### config.mk
export PLATFORM = sky130hd
export DESIGN_NAME = mc_core
export DESIGN_NICKNAME = d
export VERILOG_FILES = /design/src/rtl/mc_core_pkg.sv /design/src/rtl/mc_regfile.sv /design/src/rtl/mc_core.sv
export SDC_FILE = /design/constraint.sdc
export NUM_CORES = 2
export LEC_CHECK = 0
export ABC_AREA = 1
export CAP_MARGIN = 20
export CORE_UTILIZATION = 30
export CTS_CLUSTER_SIZE = 25
export DETAILED_ROUTE_END_ITERATION = 8
export MAX_ROUTING_LAYER = met4
export PLACE_DENSITY_LB_ADDON = 0.3
export SLEW_MARGIN = 10
export SYNTH_ARGS = -nofsm -noshare
export SYNTH_HDL_FRONTEND = slang
export SYNTH_SLANG_ARGS = --single-unit
export TNS_END_PERCENT = 1
### constraint.sdc
create_clock -name clk -period 78.4 [get_ports clk]
set_clock_uncertainty 0.05 [all_clocks]
set_input_delay 19.6 -clock clk [delete_from_list [all_inputs] [get_ports clk]]
set_output_delay 19.6 -clock clk [all_outputs]
set_load 0.1 [all_outputs]
### src/rtl/mc_core_pkg.sv
// Shared constants and types for the multi-cycle core: opcodes, functs,
// FSM state encoding, ALU operation codes and immediate sign extension.
package mc_core_pkg;

   localparam logic [5:0] OP_RTYPE = 6'h00;
   localparam logic [5:0] OP_BEQ   = 6'h04;
   localparam logic [5:0] OP_ADDI  = 6'h08;
   localparam logic [5:0] OP_HALT  = 6'h3F;

   localparam logic [5:0] FN_ADD = 6'h20;
   localparam logic [5:0] FN_SUB = 6'h22;
   localparam logic [5:0] FN_AND = 6'h24;
   localparam logic [5:0] FN_OR  = 6'h25;
   localparam logic [5:0] FN_SLT = 6'h2A;

   localparam int SEXT_W = 64;

   typedef enum logic [4:0] {
      ST_FETCH  = 5'b00001,
      ST_DECODE = 5'b00010,
      ST_EXEC   = 5'b00100,
      ST_WB     = 5'b01000,
      ST_HALT   = 5'b10000
   } mc_state_t;

   typedef enum logic [2:0] {
      ALU_NOP,
      ALU_ADD,
      ALU_SUB,
      ALU_AND,
      ALU_OR,
      ALU_SLT
   } alu_op_t;

   // Wide result; callers cast down to their own datapath or PC width.
   function automatic logic [SEXT_W-1:0] sext16(input logic [15:0] imm);
      return {{(SEXT_W-16){imm[15]}}, imm};
   endfunction

endpackage

### src/rtl/mc_regfile.sv
// Register file: two asynchronous read ports, one synchronous write port,
// entry 0 hard-wired to zero, asynchronous clear of every entry.
module mc_regfile #(
   parameter int DATA_W = 32,
   parameter int NREG   = 32,
   localparam int RA_W  = $clog2(NREG)
) (
   input  logic              clk,
   input  logic              rst,
   input  logic              i_we,
   input  logic [RA_W-1:0]   i_waddr,
   input  logic [DATA_W-1:0] i_wdata,
   input  logic [RA_W-1:0]   i_raddr_a,
   output logic [DATA_W-1:0] o_rdata_a,
   input  logic [RA_W-1:0]   i_raddr_b,
   output logic [DATA_W-1:0] o_rdata_b
);

   logic [DATA_W-1:0] r_regs [NREG];

   genvar gi;
   generate
      for (gi = 0; gi < NREG; gi++) begin : g_reg
         // Entry 0 never matches the write condition, so it stays at its reset value.
         always_ff @(posedge clk or posedge rst) begin
            if (rst) begin
               r_regs[gi] <= '0;
            end else if (i_we && (i_waddr == RA_W'(gi)) && (gi != 0)) begin
               r_regs[gi] <= i_wdata;
            end
         end
      end
   endgenerate

   assign o_rdata_a = (i_raddr_a == '0) ? '0 : r_regs[i_raddr_a];
   assign o_rdata_b = (i_raddr_b == '0) ? '0 : r_regs[i_raddr_b];

endmodule

### src/rtl/mc_core.sv
// Multi-cycle core: FETCH/DECODE/EXEC/WB/HALT sequencer, IR, PC and ALU.
// Define MC_CORE_BRANCH_EN to decode beq; otherwise op 0x04 is illegal.
module mc_core
   import mc_core_pkg::*;
#(
   parameter int              DATA_W   = 32,
   parameter int              NREG     = 32,
   parameter int              PC_W     = 32,
   parameter logic [PC_W-1:0] RESET_PC = '0,
   localparam int             RA_W     = $clog2(NREG)
) (
   input  logic              clk,
   input  logic              rst,
   output logic              imem_req,
   output logic [PC_W-1:0]   imem_addr,
   input  logic              imem_ack,
   input  logic [31:0]       imem_data,
   output logic [PC_W-1:0]   PC_Out,
   output logic [31:0]       Inst_Out,
   output logic              wb_we,
   output logic [RA_W-1:0]   wb_addr,
   output logic [DATA_W-1:0] wb_data,
   output logic              ALU_Flag,
   output logic              halted,
   output logic              illegal
);

   mc_state_t         r_state;
   mc_state_t         w_state_next;
   logic [PC_W-1:0]   r_pc;
   logic [31:0]       r_ir;
   logic [DATA_W-1:0] r_a;
   logic [DATA_W-1:0] r_b;
   logic [DATA_W-1:0] r_alu;
   logic              r_zero;
   logic              r_illegal;

   logic [5:0]        w_op;
   logic [5:0]        w_funct;
   logic [15:0]       w_imm;
   logic [RA_W-1:0]   w_rs;
   logic [RA_W-1:0]   w_rt;
   logic [RA_W-1:0]   w_rd;
   logic [RA_W-1:0]   w_dest;
   alu_op_t           w_alu_op;
   logic              w_use_imm;
   logic              w_is_wb;
   logic              w_is_halt;
   logic              w_is_ill;
   logic [DATA_W-1:0] w_opb;
   logic [DATA_W-1:0] w_alu_res;
   logic              w_alu_zero;
   logic [DATA_W-1:0] w_rf_a;
   logic [DATA_W-1:0] w_rf_b;
   logic [PC_W-1:0]   w_pc_inc;
   logic [PC_W-1:0]   w_pc_next;
`ifdef MC_CORE_BRANCH_EN
   logic              w_is_beq;
`endif

   assign w_op    = r_ir[31:26];
   assign w_rs    = r_ir[21 +: RA_W];
   assign w_rt    = r_ir[16 +: RA_W];
   assign w_rd    = r_ir[11 +: RA_W];
   assign w_funct = r_ir[5:0];
   assign w_imm   = r_ir[15:0];

   always_comb begin
      w_alu_op  = ALU_NOP;
      w_use_imm = 1'b0;
      w_is_wb   = 1'b0;
      w_is_halt = 1'b0;
      w_is_ill  = 1'b0;
      w_dest    = w_rd;
`ifdef MC_CORE_BRANCH_EN
      w_is_beq  = 1'b0;
`endif
      case (w_op)
         OP_RTYPE: begin
            w_is_wb = 1'b1;
            case (w_funct)
               FN_ADD:  w_alu_op = ALU_ADD;
               FN_SUB:  w_alu_op = ALU_SUB;
               FN_AND:  w_alu_op = ALU_AND;
               FN_OR:   w_alu_op = ALU_OR;
               FN_SLT:  w_alu_op = ALU_SLT;
               default: w_is_wb  = 1'b0;
            endcase
         end
         OP_ADDI: begin
            w_alu_op  = ALU_ADD;
            w_use_imm = 1'b1;
            w_is_wb   = 1'b1;
            w_dest    = w_rt;
         end
`ifdef MC_CORE_BRANCH_EN
         OP_BEQ: begin
            w_alu_op = ALU_SUB;
            w_is_beq = 1'b1;
         end
`endif
         OP_HALT: w_is_halt = 1'b1;
         default: w_is_ill  = 1'b1;
      endcase
   end

   assign w_opb = w_use_imm ? DATA_W'(sext16(w_imm)) : r_b;

   always_comb begin
      w_alu_res = '0;
      case (w_alu_op)
         ALU_ADD: w_alu_res = r_a + w_opb;
         ALU_SUB: w_alu_res = r_a - w_opb;
         ALU_AND: w_alu_res = r_a & w_opb;
         ALU_OR:  w_alu_res = r_a | w_opb;
         ALU_SLT: w_alu_res = {{(DATA_W-1){1'b0}}, ($signed(r_a) < $signed(w_opb))};
         default: w_alu_res = '0;
      endcase
   end

   assign w_alu_zero = (w_alu_res == '0);
   assign w_pc_inc   = r_pc + PC_W'(1);

`ifdef MC_CORE_BRANCH_EN
   assign w_pc_next = (w_is_beq && (r_a == r_b)) ? (w_pc_inc + PC_W'(sext16(w_imm))) : w_pc_inc;
`else
   assign w_pc_next = w_pc_inc;
`endif

   always_ff @(posedge clk or posedge rst) begin
      if (rst) begin
         r_state <= ST_FETCH;
      end else begin
         r_state <= w_state_next;
      end
   end

   always_comb begin
      w_state_next = r_state;
      case (r_state)
         ST_FETCH:  if (imem_ack) w_state_next = ST_DECODE;
         ST_DECODE: w_state_next = ST_EXEC;
         ST_EXEC: begin
            if (w_is_halt) begin
               w_state_next = ST_HALT;
            end else if (w_is_wb) begin
               w_state_next = ST_WB;
            end else begin
               w_state_next = ST_FETCH;
            end
         end
         ST_WB:     w_state_next = ST_FETCH;
         ST_HALT:   w_state_next = ST_HALT;
         default:   w_state_next = ST_FETCH;
      endcase
   end

   always_ff @(posedge clk or posedge rst) begin
      if (rst) begin
         r_pc      <= RESET_PC;
         r_ir      <= '0;
         r_a       <= '0;
         r_b       <= '0;
         r_alu     <= '0;
         r_zero    <= 1'b0;
         r_illegal <= 1'b0;
      end else begin
         case (r_state)
            ST_FETCH: begin
               if (imem_ack) r_ir <= imem_data;
            end
            ST_DECODE: begin
               r_a <= w_rf_a;
               r_b <= w_rf_b;
            end
            ST_EXEC: begin
               r_alu  <= w_alu_res;
               r_zero <= w_alu_zero;
               if (!w_is_wb && !w_is_halt) r_pc <= w_pc_next;
               if (w_is_ill) r_illegal <= 1'b1;
            end
            ST_WB:   r_pc <= w_pc_inc;
            default: ;
         endcase
      end
   end

   mc_regfile #(
      .DATA_W (DATA_W),
      .NREG   (NREG)
   ) u_regfile (
      .clk       (clk),
      .rst       (rst),
      .i_we      (wb_we),
      .i_waddr   (w_dest),
      .i_wdata   (r_alu),
      .i_raddr_a (w_rs),
      .o_rdata_a (w_rf_a),
      .i_raddr_b (w_rt),
      .o_rdata_b (w_rf_b)
   );

   // Gated by rst so the request drops the moment reset asserts, not at the next edge.
   assign imem_req  = (r_state == ST_FETCH) && !rst;
   assign imem_addr = r_pc;
   assign PC_Out    = r_pc;
   assign Inst_Out  = r_ir;
   assign wb_we     = (r_state == ST_WB) && (w_dest != '0);
   assign wb_addr   = wb_we ? w_dest : '0;
   assign wb_data   = wb_we ? r_alu : '0;
   assign ALU_Flag  = r_zero;
   assign halted    = (r_state == ST_HALT);
   assign illegal   = r_illegal;

endmodule

==> flow_summary_export.csv <==
group,metric,value,unit
synthesis,ys_warn_count,32,
synthesis,synthTopCellsByCount,"nand2_1 (1,830), o21ai_0 (1,412), dfrtp_1 (1,158), inv_1 (859), nand3_1 (819)",
synthesis,yosys.cell_types.count,48,
clocking,cts_buffers,133,
drt,dr.pass1.iters,8,
synthesis,ys_top_cells_by_area,"dfrtp_1 (44%), o21ai_0 (11%), nand2_1 (10%), nand3_1 (6.2%), a21oi_1 (5.3%)",
grt,grt_pass1_wl,426300,um
drt,vias_per_cell,5.638,
clocking,cts_resized,0,
worst_setup_path,critical_path_class,"primary input to primary output",
final_layout,nets,8776,
grt,grt_busiest_layer,"met2",
drt,wl_per_cell,24.97,um
sta,finalHoldViolCount,0,
clocking,clk_pin_slew,0.05,ns
place,dp_hpwl,172900,um
final_layout,ff_latch_area,29030,um2
clocking,cts_sinks,1159,
sta,fin_setup_tns,0,ns
synthesis,synth_top_cell_by_area,"dfrtp_1",
clocking,clock_path_buffers,3,
final_layout,syn2layout_area_growth,12.37,%
clocking,cts_tree,"built",
outcome,outcome,"finished, final reports clean",
synthesis,syn-num-nets,9132,
power_and_ir_drop,peakVddDrop,0.03103,mV
synthesis,ys.flop_type,"dfrtp_1",
drt,wl,292200,um
floorplan,core,219900,um2
sta,period_minus_slack,41.06,ns
worst_setup_path,critPathCaptureType,"primary output",
final_layout,multiInputGateArea,31150,um2
power_and_ir_drop,powerDensity,37.04,nW/um2
clocking,clock_latency,0.82,ns
synthesis,yosysMostFrequentCell,"nand2_1",
power_and_ir_drop,p_leak,31.63,nW
sta,worst_pin_slew,1.205,ns
sta,clock.fmax,24.36,MHz
drt,drc,0,
worst_setup_path,critPathArrivalTime,21.41,ns
synthesis,synth_area_per_cell,7.402,um2
final_layout,fin_util,33.97,%
synthesis,synthCells,8983,
worst_setup_path,cp-start-kind,"primary input",
worst_setup_path,worstPathRequired,58.75,ns
synthesis,synth_seq_cells,1159,
sta,fin_crit_sh,52.37,%
grt,use_met3,4.027,%
synthesis,synth_top_area_share,43.58,%
sta,rsz0062_at_grt,"no",
sta,setup_ws,37.34,ns
synthesis,syn_area,66500,um2
synthesis,synth_async_sr_flop_share,100.0,%
floorplan,fp.dieW,472.8,um
final_layout,drive_gt1_share,5.089,%
sta,finalSetupViolations,0,
drt,dr.first_iter.drc_count,8768,
synthesis,synth-edff-count,0,
floorplan,die-area,223500,um2
final_layout,n_fill_cell,23201,
hold_path,hold_path.class,"flip-flop to flip-flop",
grt,antenna_found_initial,10,
worst_setup_path,crit_fanout,2,
clocking,cts_root_buf,"clkbuf_16",
drt,detail-route-antenna-nets,0,
floorplan,io_pins,173,
grt,grt_use_met2,39.81,%
run,drv_cap,0,
clocking,post_cts_buffers,0,
place,port-buffer-count,172,
grt,grt_pass1_vias,62084,
grt,grt_max_degree,232,
clocking,cts_hold_buffers,0,
synthesis,ys_seq_area_share,43.62,%
grt,grt-ovfl-total,0,
place,finalWeightedCongestion,0.9485,
floorplan,initial_core_util,30.23,%
place,place_ws,37.33,ns
power_and_ir_drop,power,0.002768,W
sta,slew_viol_final,0,
floorplan,rows,172,
grt,grt_use_total,26.25,%
grt,grt_use_met1,32.17,%
floorplan,fp.dieH,472.8,um
sta,maxSlewHeadroom,19.69,%
clocking,htree_levels,4,
drt,route.vias.total,65961,
## critical path, stage by stage
cell and delay (ns):
clkdlybuf4s50_1 0.51, nor2_1 0.15, clkdlybuf4s50_1 1.14
## final timing paths
path	end	start	slack (ns)	depth (start not counted)
worst max-delay path	imem_req	rst	37.34	3
max in group asynchronous	u_regfile.r_regs[254]$_DFFE_PP0P_	rst	54.99	6
worst min register to register	u_regfile.r_regs[612]$_DFFE_PP0P_	u_regfile.r_regs[612]$_DFFE_PP0P_	0.43	2
min in group asynchronous	PC_Out[5]$_DFFE_PP0P_	rst	19.28	2
worst max register to register	ALU_Flag$_DFFE_PP0P_	Inst_Out[27]$_DFFE_PP0P_	72.69	25
worst min-delay path	u_regfile.r_regs[612]$_DFFE_PP0P_	u_regfile.r_regs[612]$_DFFE_PP0P_	0.43	2
## where the power goes
| group | internal, W | switching, W | total, W |
|---|---|---|---|
| Clock | 0.000372 | 0.000284 | 0.000656 |
| Combinational | 0.000351 | 0.00108 | 0.00143 |
| Sequential | 0.000626 | 0.0000596 | 0.000686 |
## logic make-up (layout without fill, tap and decap cells)
family                     Yosys count  count (layout)  share of synthesized area (%)
AOI/OAI and AO/OA                 2990            2990                          24.87
xor gates and xnor gates            40              40                         0.5269
adders and majority gates          114             114                          2.168
buffers and inverters             1675            1417                          9.830
DFF                               1159            1159                          43.62
other                                0              17                              0
and+or+nand+nor                   3005            3005                          18.98
## layout by cell type, fill, tap and decap left out, types with 7 or more instances in the layout
master / instances
inv_2: 7
nand2_4: 34
inv_1: 851
o21ai_0: 1411
dfrtp_1: 1149
bufinv_16: 9
clkinv_2: 31
a31oi_1: 48
buf_4: 137
nand2_1: 1813
nor3_1: 25
clkinv_16: 7
nand4_1: 24
diode_2: 17
clkbuf_8: 25
nor2_1: 254
nand3b_1: 13
clkdlybuf4s50_1: 167
o21bai_1: 11
xor2_1: 28
a32o_1: 24
o2111ai_1: 286
xnor2_1: 12
ha_1: 112
clkbuf_1: 18
clkbuf_16: 134
o211ai_1: 100
o21ai_1: 392
a21oi_1: 700
nand3_1: 819
## routing by layer
metal | vias up | part of all wire, %
met4 | 0 | 7.5
met1 | 31872 | 39
met3 | 831 | 8.4
met2 | 3578 | 45
met5 | - | 0
li1 | 29680 | -
## registers in the layout, summed over array words and instances (netlist names)
name              cells
ALU_Flag              1
r_b                  32
illegal               1
Inst_Out             32
u_regfile.r_regs    992
r_alu                32
PC_Out               32
r_state               5
r_a                  32
## metrics by stage
| stage | instance area [um2] | instances | hold slack, ns |
|---|---|---|---|
| 3_3_place_gp | 69970 | 11442 | 0.4156 |
| 5_1_grt | 74710 | 11696 | 0.4474 |
| 6_report | 74720 | 11700 | 0.4331 |
| 4_1_cts | 74540 | 11678 | 0.4374 |
| 3_5_place_dp | 70020 | 11445 | 0.4228 |
| 2_1_floorplan | 66500 | 8983 | 0.3938 |
## area by class of cell
cell class	instances	area share [%]
clock inverter	56	1.008
timing repair buffer	315	3.962
multi-input combinational	6149	41.69
tap	2958	4.953
inverter	869	4.441
sequential	1159	38.85
antenna	17	0.05693
clock buffer	177	5.038
Note: power is estimated with default switching activity, not from simulation.
